===== config.mk =====
export PLATFORM = sky130hd
export DESIGN_NAME = uart_rx_frame_check
export DESIGN_NICKNAME = d
export VERILOG_FILES = /design/src/rtl/uart_rx_pkg.sv /design/src/rtl/uart_sat_counter.sv /design/src/rtl/uart_rx_frame_check.sv
export SDC_FILE = /design/constraint.sdc
export NUM_CORES = 1
export LEC_CHECK = 0
export CAP_MARGIN = 20
export CELL_PAD_IN_SITES_DETAIL_PLACEMENT = 1
export CELL_PAD_IN_SITES_GLOBAL_PLACEMENT = 1
export CORE_MARGIN = 3
export CORE_UTILIZATION = 30
export CTS_CLUSTER_DIAMETER = 40
export CTS_CLUSTER_SIZE = 16
export DETAILED_ROUTE_END_ITERATION = 12
export PLACE_DENSITY_LB_ADDON = 0.1
export SLEW_MARGIN = 20
export SYNTH_ARGS = -nofsm -noshare
export SYNTH_HDL_FRONTEND = slang
export SYNTH_HIERARCHICAL = 1
export SYNTH_SLANG_ARGS = --single-unit

===== constraint.sdc =====
create_clock -name CLK -period 3.3 [get_ports CLK]
set_clock_uncertainty 0.2 [all_clocks]
set_input_delay 0.495 -clock CLK [delete_from_list [all_inputs] [get_ports CLK]]
set_output_delay 0.495 -clock CLK [all_outputs]
set_load 0.01 [all_outputs]

===== src/rtl/uart_rx_pkg.sv =====
// Shared UART receive definitions: parity type codes, FSM state encoding
// and the expected-parity helper used by the frame checker.
package uart_rx_pkg;

    localparam logic [1:0] PAR_EVEN  = 2'b00;
    localparam logic [1:0] PAR_ODD   = 2'b01;
    localparam logic [1:0] PAR_MARK  = 2'b10;
    localparam logic [1:0] PAR_SPACE = 2'b11;

    typedef enum logic [1:0] {
        IDLE   = 2'b00,
        DATA   = 2'b01,
        PARITY = 2'b10,
        STOP   = 2'b11
    } rx_state_t;

    // data_xor is the XOR of all received data bits
    function automatic logic par_expect(input logic [1:0] typ, input logic data_xor);
        logic exp_bit;
        exp_bit = 1'b0;
        case (typ)
            PAR_EVEN:  exp_bit = data_xor;
            PAR_ODD:   exp_bit = ~data_xor;
            PAR_MARK:  exp_bit = 1'b1;
            PAR_SPACE: exp_bit = 1'b0;
            default:   exp_bit = 1'b0;
        endcase
        return exp_bit;
    endfunction

endpackage


===== src/rtl/uart_sat_counter.sv =====
// Saturating event counter with synchronous clear; clear wins over increment.
// Counts on the same edge INC is sampled high, never wraps.
module uart_sat_counter #(
    parameter int CNT_W = 8
) (
    input  logic             CLK,
    input  logic             RST,
    input  logic             CLR,
    input  logic             INC,
    output logic [CNT_W-1:0] CNT
);

    always_ff @(posedge CLK) begin
        if (!RST) begin
            CNT <= '0;
        end else if (CLR) begin
            CNT <= '0;
        end else if (INC && (CNT != {CNT_W{1'b1}})) begin
            CNT <= CNT + CNT_W'(1);
        end
    end

endmodule


===== src/rtl/uart_rx_frame_check.sv =====
// UART frame checker: deserialises start/data/parity/stop from sampled bits,
// pulses DATA_VLD with error flags on the edge accepting the last stop bit.
module uart_rx_frame_check
    import uart_rx_pkg::*;
#(
    parameter int DATA_W = 8,
    parameter int CNT_W  = 8
) (
    input  logic              CLK,
    input  logic              RST,
    input  logic              BIT_VLD,
    input  logic              BIT_VAL,
    input  logic              PAR_EN,
    input  logic [1:0]        PAR_TYP,
    input  logic              STOP2,
    input  logic              ERR_CLR,
    output logic [DATA_W-1:0] P_DATA,
    output logic              DATA_VLD,
    output logic              PAR_ERR,
    output logic              STP_ERR,
    output logic              BUSY,
    output logic [CNT_W-1:0]  PAR_ERR_CNT,
    output logic [CNT_W-1:0]  STP_ERR_CNT
);

    localparam int BCW = $clog2(DATA_W);

    rx_state_t         state;
    rx_state_t         state_nxt;
    logic [BCW-1:0]    bit_cnt;
    logic [DATA_W-1:0] shreg;
    logic              run_par;
    logic              cfg_par_en;
    logic [1:0]        cfg_par_typ;
    logic              cfg_stop2;
    logic              par_bad;
    logic              stop_bad;
    logic              stop_idx;
    logic              frame_done;
    logic              par_err_nxt;
    logic              stp_err_nxt;

    always_ff @(posedge CLK) begin
        if (!RST) begin
            state <= IDLE;
        end else begin
            state <= state_nxt;
        end
    end

    always_comb begin
        state_nxt   = state;
        frame_done  = 1'b0;
        par_err_nxt = par_bad;
        stp_err_nxt = stop_bad | ~BIT_VAL;
        if (BIT_VLD) begin
            case (state)
                IDLE: begin
                    if (!BIT_VAL) begin
                        state_nxt = DATA;
                    end
                end
                DATA: begin
                    if (bit_cnt == BCW'(DATA_W - 1)) begin
                        state_nxt = cfg_par_en ? PARITY : STOP;
                    end
                end
                PARITY: begin
                    state_nxt = STOP;
                end
                STOP: begin
                    // second stop bit is consumed even after a bad first one
                    if (!cfg_stop2 || stop_idx) begin
                        state_nxt  = IDLE;
                        frame_done = 1'b1;
                    end
                end
                default: begin
                    state_nxt = IDLE;
                end
            endcase
        end
    end

    always_ff @(posedge CLK) begin
        if (!RST) begin
            bit_cnt     <= '0;
            shreg       <= '0;
            run_par     <= 1'b0;
            cfg_par_en  <= 1'b0;
            cfg_par_typ <= PAR_EVEN;
            cfg_stop2   <= 1'b0;
            par_bad     <= 1'b0;
            stop_bad    <= 1'b0;
            stop_idx    <= 1'b0;
            P_DATA      <= '0;
            DATA_VLD    <= 1'b0;
            PAR_ERR     <= 1'b0;
            STP_ERR     <= 1'b0;
            BUSY        <= 1'b0;
        end else begin
            DATA_VLD <= frame_done;
            if (BIT_VLD) begin
                case (state)
                    IDLE: begin
                        if (!BIT_VAL) begin
                            cfg_par_en  <= PAR_EN;
                            cfg_par_typ <= PAR_TYP;
                            cfg_stop2   <= STOP2;
                            bit_cnt     <= '0;
                            run_par     <= 1'b0;
                            par_bad     <= 1'b0;
                            stop_bad    <= 1'b0;
                            stop_idx    <= 1'b0;
                            BUSY        <= 1'b1;
                        end
                    end
                    DATA: begin
                        shreg   <= {BIT_VAL, shreg[DATA_W-1:1]};
                        run_par <= run_par ^ BIT_VAL;
                        bit_cnt <= bit_cnt + BCW'(1);
                    end
                    PARITY: begin
                        par_bad <= (BIT_VAL != par_expect(cfg_par_typ, run_par));
                    end
                    STOP: begin
                        stop_bad <= stp_err_nxt;
                        stop_idx <= 1'b1;
                    end
                    default: begin
                        stop_idx <= 1'b0;
                    end
                endcase
            end
            if (frame_done) begin
                P_DATA  <= shreg;
                PAR_ERR <= par_err_nxt;
                STP_ERR <= stp_err_nxt;
                BUSY    <= 1'b0;
            end
        end
    end

    uart_sat_counter #(.CNT_W(CNT_W)) u_par_cnt (
        .CLK (CLK),
        .RST (RST),
        .CLR (ERR_CLR),
        .INC (frame_done & par_err_nxt),
        .CNT (PAR_ERR_CNT)
    );

    uart_sat_counter #(.CNT_W(CNT_W)) u_stp_cnt (
        .CLK (CLK),
        .RST (RST),
        .CLR (ERR_CLR),
        .INC (frame_done & stp_err_nxt),
        .CNT (STP_ERR_CNT)
    );

endmodule


### Word-level counts from Yosys, hierarchy flattened

Index checks and enable logic that the tools add are counted.

* input bits: 9
* logic and storage cells: 76
* output and inout port bits: 28
* register bits: 49

* add/subtract/negate cells: 3
* mux-type cells: 19
* reductions and logical operators: 17
* bitwise operators: 7
* equal/unequal tests: 13

Operators by type and width (number)
* 8-bit by 1-bit adder with 8-bit output, second input constant: 2
* 8-bit != test, second input constant: 2
* 3-bit AND reduction: 4
* 2-bit == test, second input constant: 4
* 1-bit two-way mux: 8
* 1-bit case mux with 2 select lines: 4
* 2-bit case mux with 4 select lines: 1
* 2-bit two-way mux: 3
* 2-bit != test, second input constant: 3
* 3-bit case mux with 2 select lines: 1
* 2-bit nonzero test: 3
* 2-bit by 1-bit == test with 1-bit output, second input constant: 2
* 2-bit logical NOT: 2
* 1-bit case mux with 4 select lines: 1
* 4-bit AND reduction: 1
* 2-bit OR reduction: 2
* 3-bit by 1-bit adder with 3-bit output, second input constant: 1
* 3-bit == test, second input constant: 1
* 3-bit two-way mux: 1
* 1-bit NOT: 3
* 1-bit AND: 2
* 1-bit logical AND: 2
* 2-bit AND reduction: 1
* 1-bit logical NOT: 1
* other kinds (4): 4

### Longest topological paths before layout

* depth in word-level cells: 7
* gate-level depth with buffers: 7
* depth with buffers taken out: 7

### Modules after synthesis

The synthesis kept the hierarchy.

Modules (own cells, without submodules)
* uart_rx_frame_check: area each 1527.7 um^2, cells each 171, times used 1
* uart_sat_counter: area each 421.7 um^2, cells each 46, times used 2

### Least setup slack after synthesis

Ideal clock, no wire load.

* path kind: reg-to-reg
* start point: register state[1]
* end point: register u_stp_cnt.CNT[5]
* required time: 3.028 ns
* slack: 1.333 ns
* buffers on the path: 0
* cell stages (with the launch flop): 8
* data arrival time: 1.696 ns
* cells stage by stage: dfxtp_1 ha_1 and2_1 nand2_1 a21oi_1 nand4_1 a211oi_2 mux2i_1

* cells in the longest elaborated chain, start to end: 5

RTL lines
* from (decl): line uart_rx_frame_check.sv:28 `rx_state_t state;`
* from (signal assigned): line uart_rx_frame_check.sv:47 `state <= state_nxt;`
* 2-bit == test: line uart_rx_frame_check.sv:57 `case (state)`
* 1-bit two-way mux: line uart_rx_frame_check.sv:57
* 1-bit two-way mux: line uart_rx_frame_check.sv:56 `if (BIT_VLD) begin`
* 1-bit AND: line uart_rx_frame_check.sv:156 `.INC (frame_done & stp_err_nxt),`
* 1-bit logical AND: line uart_sat_counter.sv:18 `end else if (INC && (CNT != {CNT_W{1'b1}})) begin`
* to (signal assigned): line uart_sat_counter.sv:19 `CNT <= CNT + CNT_W'(1);`
* to (decl): line uart_sat_counter.sv:10 `output logic [CNT_W-1:0] CNT`

No other way between the ends.
A chain may end at the register's enable or synchronous reset.

### Worst setup path in the final report

Same ends and word-level chain as after synthesis.

==> impl_metrics.env <==
export IMPL_r2r_start="state[1]$_SDFFE_PN0P_"
export IMPL_reg2reg_slack_ps=960
export IMPL_cts_tree="yes"
export IMPL_die_x_um=94.9
export IMPL_synth_top_area_share=0.414
export IMPL_required_ps=3330
export IMPL_portBuffers=36
export IMPL_total_power_mw=1.18
export IMPL_yosys_top_cells_area="dfxtp_1 41%, nand2_1 5.7%, mux2i_1 4.6%, ha_1 4.2%, a21boi_0 3.8%"
export IMPL_ys_seq_elements=49
export IMPL_grt_max_degree=36
export IMPL_crit_chain="ha_1 > and2_1 > nand2_1 > a21oi_1 > nand4_1 > a211oi_2 > mux2i_1"
export IMPL_synth_cells=263
export IMPL_synth_most_common_cell="dfxtp_1"
export IMPL_synthTopCellsByCount="49 x dfxtp_1, 36 x nand2_1, 14 x a21oi_1, 14 x o21ai_0"
export IMPL_hold_violations=0
export IMPL_overflow=0
export IMPL_fill_cells=896
export IMPL_finalSetupTns_ps=0
export IMPL_r2r_end="u_stp_cnt/CNT[5]$_SDFFE_PP0P_"
export IMPL_startpoint_type="flip-flop"
export IMPL_track_usage=0.135
export IMPL_postCtsHoldBufs=0
export IMPL_ys_warn_count=6
export IMPL_grt_setup_unrepaired="false"
export IMPL_start_util=0.318
export IMPL_detail_route_antenna_nets=0
export IMPL_rr_worst_depth=7
export IMPL_num_vias=2013
export IMPL_avgSynthCellArea_um2=9.02
export IMPL_synth_edff_count=0
export IMPL_grt_pass1_wl_um=9630
export IMPL_cts_buffer_depth=2
export IMPL_yosys_most_used_dff="dfxtp_1"
export IMPL_arrival_ps=2370
export IMPL_antenna_found_initial=0
export IMPL_area_delta_synth_final_pct=24.4
export IMPL_row_count=31
export IMPL_cts_buffers=5
export IMPL_hpwl_um=4040
export IMPL_max_stage_delay_ps=420
export IMPL_setup_viol=0
export IMPL_synth_top_area_cell="dfxtp_1"
export IMPL_clkTransAtPathRegs_ps=90
export IMPL_dieArea_um2=9010
export IMPL_p_per_area_nw_per_um2=399
export IMPL_holdPathEnd="shreg[0]$_SDFFE_PN0P_"
export IMPL_ys_seq_area_frac=0.414
export IMPL_max_vdd_ir_drop_mv=0.164
export IMPL_clk_insertion_delay_late_ps=300
export IMPL_outcome="finished, final reports clean"
export IMPL_pre_cts_ws_ps=731
export IMPL_first_iter_violations=39
export IMPL_hp_class="reg2reg"
export IMPL_syn_area_um2=2370
export IMPL_cp_slowest_cell="dfxtp_1"
export IMPL_tightest_slew_ps=782
export IMPL_wl_per_cell_um=14.1
export IMPL_gp_congestion=0.712
export IMPL_fin_util=0.396
export IMPL_cts_resized=0
export IMPL_drc=0
export IMPL_cts_setup_buffers=0
export IMPL_first_global_vias=1953
export IMPL_num_antenna_cells=0
export IMPL_critical_path_max_fanout=6
export IMPL_synthDistinctLibCells=42
export IMPL_fp_dieH_um=94.9
export IMPL_synth_nets=280
export IMPL_worstSetupPathType="reg2reg"
export IMPL_htree_levels=2
export IMPL_slew_headroom=0.478
export IMPL_fin_ws_ps=960
export IMPL_totalWireLength_um=5650
export IMPL_worstHoldStart="shreg[0]$_SDFFE_PN0P_"
export IMPL_cts_root_buffer="clkbuf_8"
export IMPL_nNetsFinal=316
export IMPL_synthArstFlopShare=0
export IMPL_cts_sinks=49
export IMPL_first_pass_iters=4
export IMPL_cap_viol_max_count=0
export IMPL_hold_path_depth=2
export IMPL_max_freq_mhz=427
export IMPL_core_area_um2=7450
export IMPL_layout_min_cycle_time_ps=2340
export IMPL_slew_violations=0
export IMPL_power_leakage_nw=1.06
export IMPL_drt_vias_per_instance=5.05
export IMPL_drive_above_1_share=0.0700
export IMPL_num_io_pins=37
export IMPL_end_kind="flip-flop"
export IMPL_whs_ps=269
export IMPL_finalCritPeriodShare=0.709
area by class of cell:
class / count / area (um^2) / area share
clock buffer: 6 / 82.6 / 0.0280
clock inverter: 2 / 37.5 / 0.0127
timing repair buffer: 40 / 390 / 0.132
tap: 99 / 124 / 0.0420
multi-input combinational: 197 / 1310 / 0.445
inverter: 6 / 22.5 / 0.00764
sequential: 49 / 981 / 0.333
critical path, delay by kind of cell (launching register included):
kind,cells,cell delay [ps]
and+or+nand+nor,3,480
adders and majority gates,1,340
DFF,1,420
muxes,1,200
AOI/OAI and AO/OA,2,620
power breakdown:
| part | switching (mW) | internal [mW] | total (mW) | leakage (nW) |
|---|---|---|---|---|
| logic | 0.0660 | 0.0472 | 0.113 | 0.603 |
| registers | 0.00808 | 0.600 | 0.608 | 0.395 |
| clock network | 0.208 | 0.247 | 0.454 | 0.0574 |
| total | 0.282 | 0.894 | 1.18 | 1.06 |
state kept, by name, indices dropped and copies added (netlist names), 2 cells and up:
signal,cells
P_DATA,8
bit_cnt,3
cfg_par_typ,2
shreg,8
state,2
u_par_cnt/CNT,8
u_stp_cnt/CNT,8
worst max path at each step:
| stage | endpoint | startpoint | cells after the start | slack [ps] |
|---|---|---|---|---|
| final | u_stp_cnt/CNT[5]$_SDFFE_PP0P_ | state[1]$_SDFFE_PN0P_ | 7 | 960 |
| after global routing | u_stp_cnt/CNT[5]$_SDFFE_PP0P_ | state[1]$_SDFFE_PN0P_ | 7 | 780 |
| after detailed placement | u_par_cnt/CNT[5]$_SDFFE_PP0P_ | BIT_VLD | 7 | 730 |
| after floorplan | u_stp_cnt/CNT[5]$_SDFFE_PP0P_ | state[1]$_SDFFE_PN0P_ | 7 | 1330 |
| after CTS | u_stp_cnt/CNT[5]$_SDFFE_PP0P_ | state[1]$_SDFFE_PN0P_ | 7 | 950 |
| after global placement | u_stp_cnt/CNT[5]$_SDFFE_PP0P_ | BIT_VLD | 7 | 780 |
cells by family (layout without fill, tap and decap cells):
family	count (synthesis)	in the layout	share of synthesized area
muxes	11	11	0.0464
and+or+nand+nor	101	101	0.234
AOI/OAI and AO/OA	75	75	0.223
DFF	49	49	0.414
xor gates and xnor gates	2	2	0.00739
buffers and inverters	17	54	0.0332
adders and majority gates	8	8	0.0422
placed cells by master (no fill, tap or decap), drive strengths merged, types with 5 or more instances in the layout:
cell,count
a21boi,24
a21oi,14
and3,5
and4,10
clkbuf,6
clkdlybuf4s50,36
dfxtp,49
ha,8
inv,6
mux2i,11
nand2,36
nand2b,10
nand3,12
nor2b,14
o21ai,14
stage by stage:
stage	std cells	area (um^2)
6_report	399	2950
2_1_floorplan	263	2370
5_1_grt	399	2950
4_1_cts	399	2950
3_3_place_gp	391	2830
3_5_place_dp	391	2830
metal layers:
layer	up-vias	share of wire	wire (um)	GRT usage
met4	0	0.0078	44	0.0397
met3	4	0.039	222	0.0295
met1	957	0.50	2810	0.184
li1	1017	-	-	-
met2	35	0.45	2560	0.213
met5	-	0	0	0
Note: power is estimated with default switching activity, not from simulation.
